<file path="src/rtl/dmem_arbiter.sv">
// Data-memory arbiter: shares one single-port memory between the
// core MEM stage and the host port, with host starvation protection.
module dmem_arbiter #(
    parameter int ADDR_W        = 16,
    parameter int DATA_W        = 32,
    parameter int HOST_MAX_WAIT = 4
) (
    input  logic              clk,
    input  logic              rst_n,
    input  logic              core_req,
    input  logic              core_we,
    input  logic [ADDR_W-1:0] core_addr,
    input  logic [DATA_W-1:0] core_wdata,
    output logic              core_stall,
    output logic [DATA_W-1:0] core_rdata,
    output logic              core_rvalid,
    input  logic              host_req,
    input  logic              host_we,
    input  logic [ADDR_W-1:0] host_addr,
    input  logic [DATA_W-1:0] host_wdata,
    output logic              host_gnt,
    output logic [DATA_W-1:0] host_rdata,
    output logic              host_rvalid,
    output logic              mem_en,
    output logic              mem_we,
    output logic [ADDR_W-1:0] mem_addr,
    output logic [DATA_W-1:0] mem_wdata,
    input  logic [DATA_W-1:0] mem_rdata
);

    typedef enum logic [1:0] {
        OWN_NONE = 2'b00,
        OWN_CORE = 2'b01,
        OWN_HOST = 2'b10
    } owner_e;

    localparam logic [3:0] MAX_WAIT = 4'(HOST_MAX_WAIT);

    if (HOST_MAX_WAIT < 1 || HOST_MAX_WAIT > 15) begin : g_bad_wait
        $error("dmem_arbiter: HOST_MAX_WAIT must lie in 1..15");
    end

    logic [3:0] wait_cnt;
    logic [3:0] wait_nxt;
    owner_e     rd_owner;
    owner_e     owner_nxt;
    logic       host_prio;
    logic       core_gnt;

    // Same-cycle arbitration; nothing is granted while reset is held.
    always_comb begin
        host_prio  = (wait_cnt == MAX_WAIT);
        core_gnt   = rst_n & core_req & ~(host_req & host_prio);
        host_gnt   = rst_n & host_req & ~core_gnt;
        core_stall = core_req & ~core_gnt;
    end

    // Steer the granted requester onto the memory port.
    always_comb begin
        mem_en    = core_gnt | host_gnt;
        mem_we    = 1'b0;
        mem_addr  = host_addr;
        mem_wdata = host_wdata;
        if (core_gnt) begin
            mem_we    = core_we;
            mem_addr  = core_addr;
            mem_wdata = core_wdata;
        end else if (host_gnt) begin
            mem_we    = host_we;
        end
    end

    // Next starvation count and owner of the read issued this cycle.
    always_comb begin
        wait_nxt  = wait_cnt;
        owner_nxt = OWN_NONE;
        if (host_gnt || !host_req) begin
            wait_nxt = 4'd0;
        end else if (wait_cnt < MAX_WAIT) begin
            wait_nxt = wait_cnt + 4'd1;
        end
        if (core_gnt && !core_we) begin
            owner_nxt = OWN_CORE;
        end else if (host_gnt && !host_we) begin
            owner_nxt = OWN_HOST;
        end
    end

    // State registers; reset drops any read still in flight.
    always_ff @(posedge clk or negedge rst_n) begin
        if (!rst_n) begin
            wait_cnt <= 4'd0;
            rd_owner <= OWN_NONE;
        end else begin
            wait_cnt <= wait_nxt;
            rd_owner <= owner_nxt;
        end
    end

    // Read data goes to both sides; the valid picks the owner.
    always_comb begin
        core_rvalid = (rd_owner == OWN_CORE);
        host_rvalid = (rd_owner == OWN_HOST);
        core_rdata  = mem_rdata;
        host_rdata  = mem_rdata;
    end

endmodule

</file>
<file path="config.mk">
export PLATFORM = sky130hd
export DESIGN_NAME = dmem_arbiter
export DESIGN_NICKNAME = d
export VERILOG_FILES = /design/src/rtl/dmem_arbiter.sv
export SDC_FILE = /design/constraint.sdc
export NUM_CORES = 1
export LEC_CHECK = 0
export CAP_MARGIN = 20
export CORE_AREA = 2 2 97 99
export DETAILED_ROUTE_END_ITERATION = 16
export DIE_AREA = 0 0 99 101
export PLACE_DENSITY = 0.68
export RECOVER_POWER = 25
export SLEW_MARGIN = 20
export SYNTH_ARGS = -nofsm -noshare
export SYNTH_HDL_FRONTEND = slang
export SYNTH_SLANG_ARGS = --single-unit
</file>
<file path="constraint.sdc">
create_clock -name clk -period 4.7 [get_ports clk]
set_clock_uncertainty 0.05 [all_clocks]
set_input_delay 0.47 -clock clk [delete_from_list [all_inputs] [get_ports clk]]
set_output_delay 0.47 -clock clk [all_outputs]
set_load 0.05 [all_outputs]
</file>
==> out/summary.md <==
The run finished with clean final reports. Number of gates resized after CTS: 0. Dominant cell type by count on the critical path: sky130_fd_sc_hd__clkdlybuf4s50_1. The clock passes through at most 2 buffers.

0 antenna diodes ended up in the layout. After the flow finishes, the layout carries non-filler instances totaling 354. Yosys instantiated no cell more often than sky130_fd_sc_hd__buf_4. The completed layout was analyzed and its total power is 480 uW. The hold buffer count at CTS was 0. The highest fanout seen on the critical path came out at 30. In the synthesized netlist the async set-or-reset flop fraction comes to 100%. In this design, the stage delay of the slowest critical-path cell is 0.74 ns. The utilization after layout was 29.3%; the number of max-slew violations in the final report was 0. After technology mapping, the gate count stands at 152. The first detailed-routing pass ran for 3 iterations. The number of synthesized register bits is 6. The top cell type by total area after synthesis was sky130_fd_sc_hd__mux2_2.

The final critical-path required period is 3.58 ns. The tools report the max-slew headroom at the worst pin as 65.9%. The analysis attributes to cell leakage a power of 0.979 nW.

Part of the total power dissipated in combinational logic: 72.2%. Max-cap violations in this run came to 0. Global routing finished with a remaining overflow of 0. The deepest level of the CTS H-tree is 1, and the depth of the critical timing path with buffers and inverters included is 6.

The post-DP HPWL is 3.67 mm, and the placeable core area is 8980 sq um. The final layout contains routed wiring with a total length of 4.22 mm. The maximum number of pins on one net before global-route repair came out at 31. Data arrives at the worst endpoint at 3.06 ns.

The clock share of power is 16.0%. The commonest cells after synthesis are sky130_fd_sc_hd__buf_4 (64), sky130_fd_sc_hd__mux2_2 (45), sky130_fd_sc_hd__dfrtp_1 (6), sky130_fd_sc_hd__buf_6 (5). The post-synth design cell area came out at 1420 sq um.

The cell type of the slowest stage on the worst timing path is sky130_fd_sc_hd__clkdlybuf4s50_1. Once the floorplan was initialized, standard cells occupied 15.9% of the core. Number of global-route vias before repair: 1379. Total clock buffers created by CTS: 3.

The type of the most critical hold path is primary input to asynchronous set/reset pin. Of the synthesized area, sequential elements account for 10.5%. The clock net in this run drives a total of 6 sinks. The depth of the worst register-to-register path works out to 5. Among all flip-flop cells after synthesis, the most frequent one is sky130_fd_sc_hd__dfrtp_1. At the later pin of the worst-skew pair, clock insertion delay measures 0.22 ns. For the worst setup path, the data required time is 4.18 ns. The cell sitting at the root of the clock tree is a sky130_fd_sc_hd__clkbuf_8. Dividing total power by cell area gives a power density of 182 nW/um^2. The number of setup violations in the final report was 0. The worst setup path is of the primary input to output pin kind. The first routing iteration left 5 violations. The hold violation count in the final report was 0.

Net switching power: 204 uW. The critical path goes through clkdlybuf4s50_1 > nand2_1 > a41oi_4 > buf_4 > mux2_2 > clkdlybuf4s50_1. The number of buffers added on ports works out to 155. The first global-routing pass estimated 6.03 mm of wire.

The tools report the number of vias after detailed routing as 1354. The cell-internal power is 276 uW, and the setup total negative slack is 0 ns. For this run, the number of Yosys warnings is 0.

The number of vias per cell is 3.82. The width of the die is 99 um. TritonCTS built the clock tree. Of the available clock period, the critical path in the final layout requires 76.1%.

Based on the critical path, the design can be clocked at up to 279 MHz. Setup repair after global routing left no endpoint under its margin. Cells with a size suffix above 1 make up 21.0% of the layout. Synthesis instantiated 20 different standard cells from the library. Clock slew seen by the registers of the worst setup and hold paths: 0.04 ns. 252 I/O pins were placed.

The buffers plus inverters on the worst setup path is 3. Compared with the post-synthesis result, the final layout area differs by 85.0%. Net switching is 42.5% of the power.

The placer's final routability congestion estimate came out at 0.704. Dividing the detail-routed wire length by the instance count gives 11.9 um. The initial antenna violation count is 0. The synthesized design devotes to its leading area cell type 35.6% of total area.

At the pin with the least slew margin, the transition time is 0.510 ns. The count of nets after finishing is 381, and the row count is 35. The post-CTS repair timing setup buffer count came out at 0. Synthesized area per cell: 9.37 sq um.

Grouping stages by cell kind, the critical path spends the most delay in buffers and inverters. The synthesized design contains 0 enable-type register cells. The sequential cell fraction of total power was 11.8%; the number of nets with antenna violations after detailed routing was 0. The die footprint was 10000 sq um. The count of unresolved DRC violations after routing was 0; the vertical die dimension was 101 um.

The sort of element at the end of the critical path is an output pin. Counting tap cells, the placed design contains a total of 351 instances. STA classifies the critical path startpoint as a primary input. The maximum vdd drop is 0.0603 mV.

On the final layout, the worst hold slack is 0.516 ns. The tools report the aggregate global-route resource usage as 7.20%. The net count after synthesis is 288.

Yosys attributes the largest share of cell area to sky130_fd_sc_hd__mux2_2 (36%), sky130_fd_sc_hd__buf_4 (34%), sky130_fd_sc_hd__dfrtp_1 (11%).
## final timing paths
check                      slack, ns   startpoint             to
min                             0.52        rst_n    wait_cnt[2]
max in group asynchronous       3.78        rst_n    wait_cnt[3]
max reg2reg                     3.10  wait_cnt[0]    rd_owner[0]
min reg2reg                     0.53  wait_cnt[3]    wait_cnt[3]
min in group clk                0.53  wait_cnt[3]    wait_cnt[3]
max                             1.12        rst_n  mem_wdata[31]
## routing by layer
| layer | up-vias | track usage (%) | part of all wire, % |
|---|---|---|---|
| li1 | 629 | - | - |
| met3 | 13 | 2.91 | 12 |
| met2 | 102 | 12.8 | 51 |
| met1 | 610 | 7.82 | 35 |
| met5 | - | 0 | 0 |
| met4 | 0 | 2.32 | 1.7 |
## power by group through the flow
stage	Combinational, mW	Clock, mW	Sequential, mW
floorplan	0.339	0	0.0568
global placement	0.346	0	0.0571
detailed placement	0.348	0	0.0574
CTS	0.351	0.0780	0.0567
global route	0.363	0.0819	0.0570
finish	0.347	0.0770	0.0567
## sequential cells by signal, summed over array words and instances, names as in the netlist
| name | flops |
|---|---|
| rd_owner | 2 |
| wait_cnt | 4 |
## metrics by stage
stage	setup WS, ns	cell area (sq um)
after global placement	1.14	2590
after CTS	1.06	2630
final	1.12	2630
after floorplan	2.44	1420
after detailed placement	1.08	2590
after global routing	0.931	2630
## area by class of cell
| class | instances | area [sq um] |
|---|---|---|
| repair buffers | 157 | 1570 |
| fillers | 934 | 6340 |
| multi-input cells | 74 | 726 |
| inverters | 3 | 11.3 |
| well taps | 111 | 139 |
| flip-flops and latches | 6 | 150 |
| clock buffers | 3 | 41.3 |
## cell usage in the layout (no fill, tap or decap)
cell	count
sky130_fd_sc_hd__mux2_2	45
sky130_fd_sc_hd__and3_1	2
sky130_fd_sc_hd__nand3_1	1
sky130_fd_sc_hd__a41oi_4	1
sky130_fd_sc_hd__o21a_1	1
sky130_fd_sc_hd__o21ai_0	1
sky130_fd_sc_hd__clkbuf_8	3
sky130_fd_sc_hd__nand4b_1	1
sky130_fd_sc_hd__a21oi_1	2
sky130_fd_sc_hd__ha_1	2
sky130_fd_sc_hd__nor2b_1	4
sky130_fd_sc_hd__nand2_1	3
sky130_fd_sc_hd__dfrtp_1	6
sky130_fd_sc_hd__inv_1	3
sky130_fd_sc_hd__mux2_1	4
sky130_fd_sc_hd__nor3_1	1
sky130_fd_sc_hd__nor2_1	4
sky130_fd_sc_hd__xnor2_1	1
sky130_fd_sc_hd__buf_4	2
sky130_fd_sc_hd__clkdlybuf4s50_1	155
sky130_fd_sc_hd__or2b_1	1
## logic make-up after synthesis
group	after synthesis	synth area share (%)
buffers and inverters	72	38.5
multiplexers	49	38.8
AND/OR/NAND/NOR	17	6.33
flip-flops	6	10.5
AO/OA/AOI/OAI	5	3.52
adder cells (fa/ha/maj)	2	1.76
XOR/XNOR	1	0.615
## worst reg2reg max path: cells and delay by family (launching register included)
| kind | cells | cell delay [ns] |
|---|---|---|
| buf+inv | 2 | 0.42 |
| fa+ha+maj | 1 | 0.24 |
| flops | 1 | 0.38 |
| compound gates | 1 | 0.23 |
| simple gates | 1 | 0.20 |
Note: power is estimated with default switching activity, not from simulation.
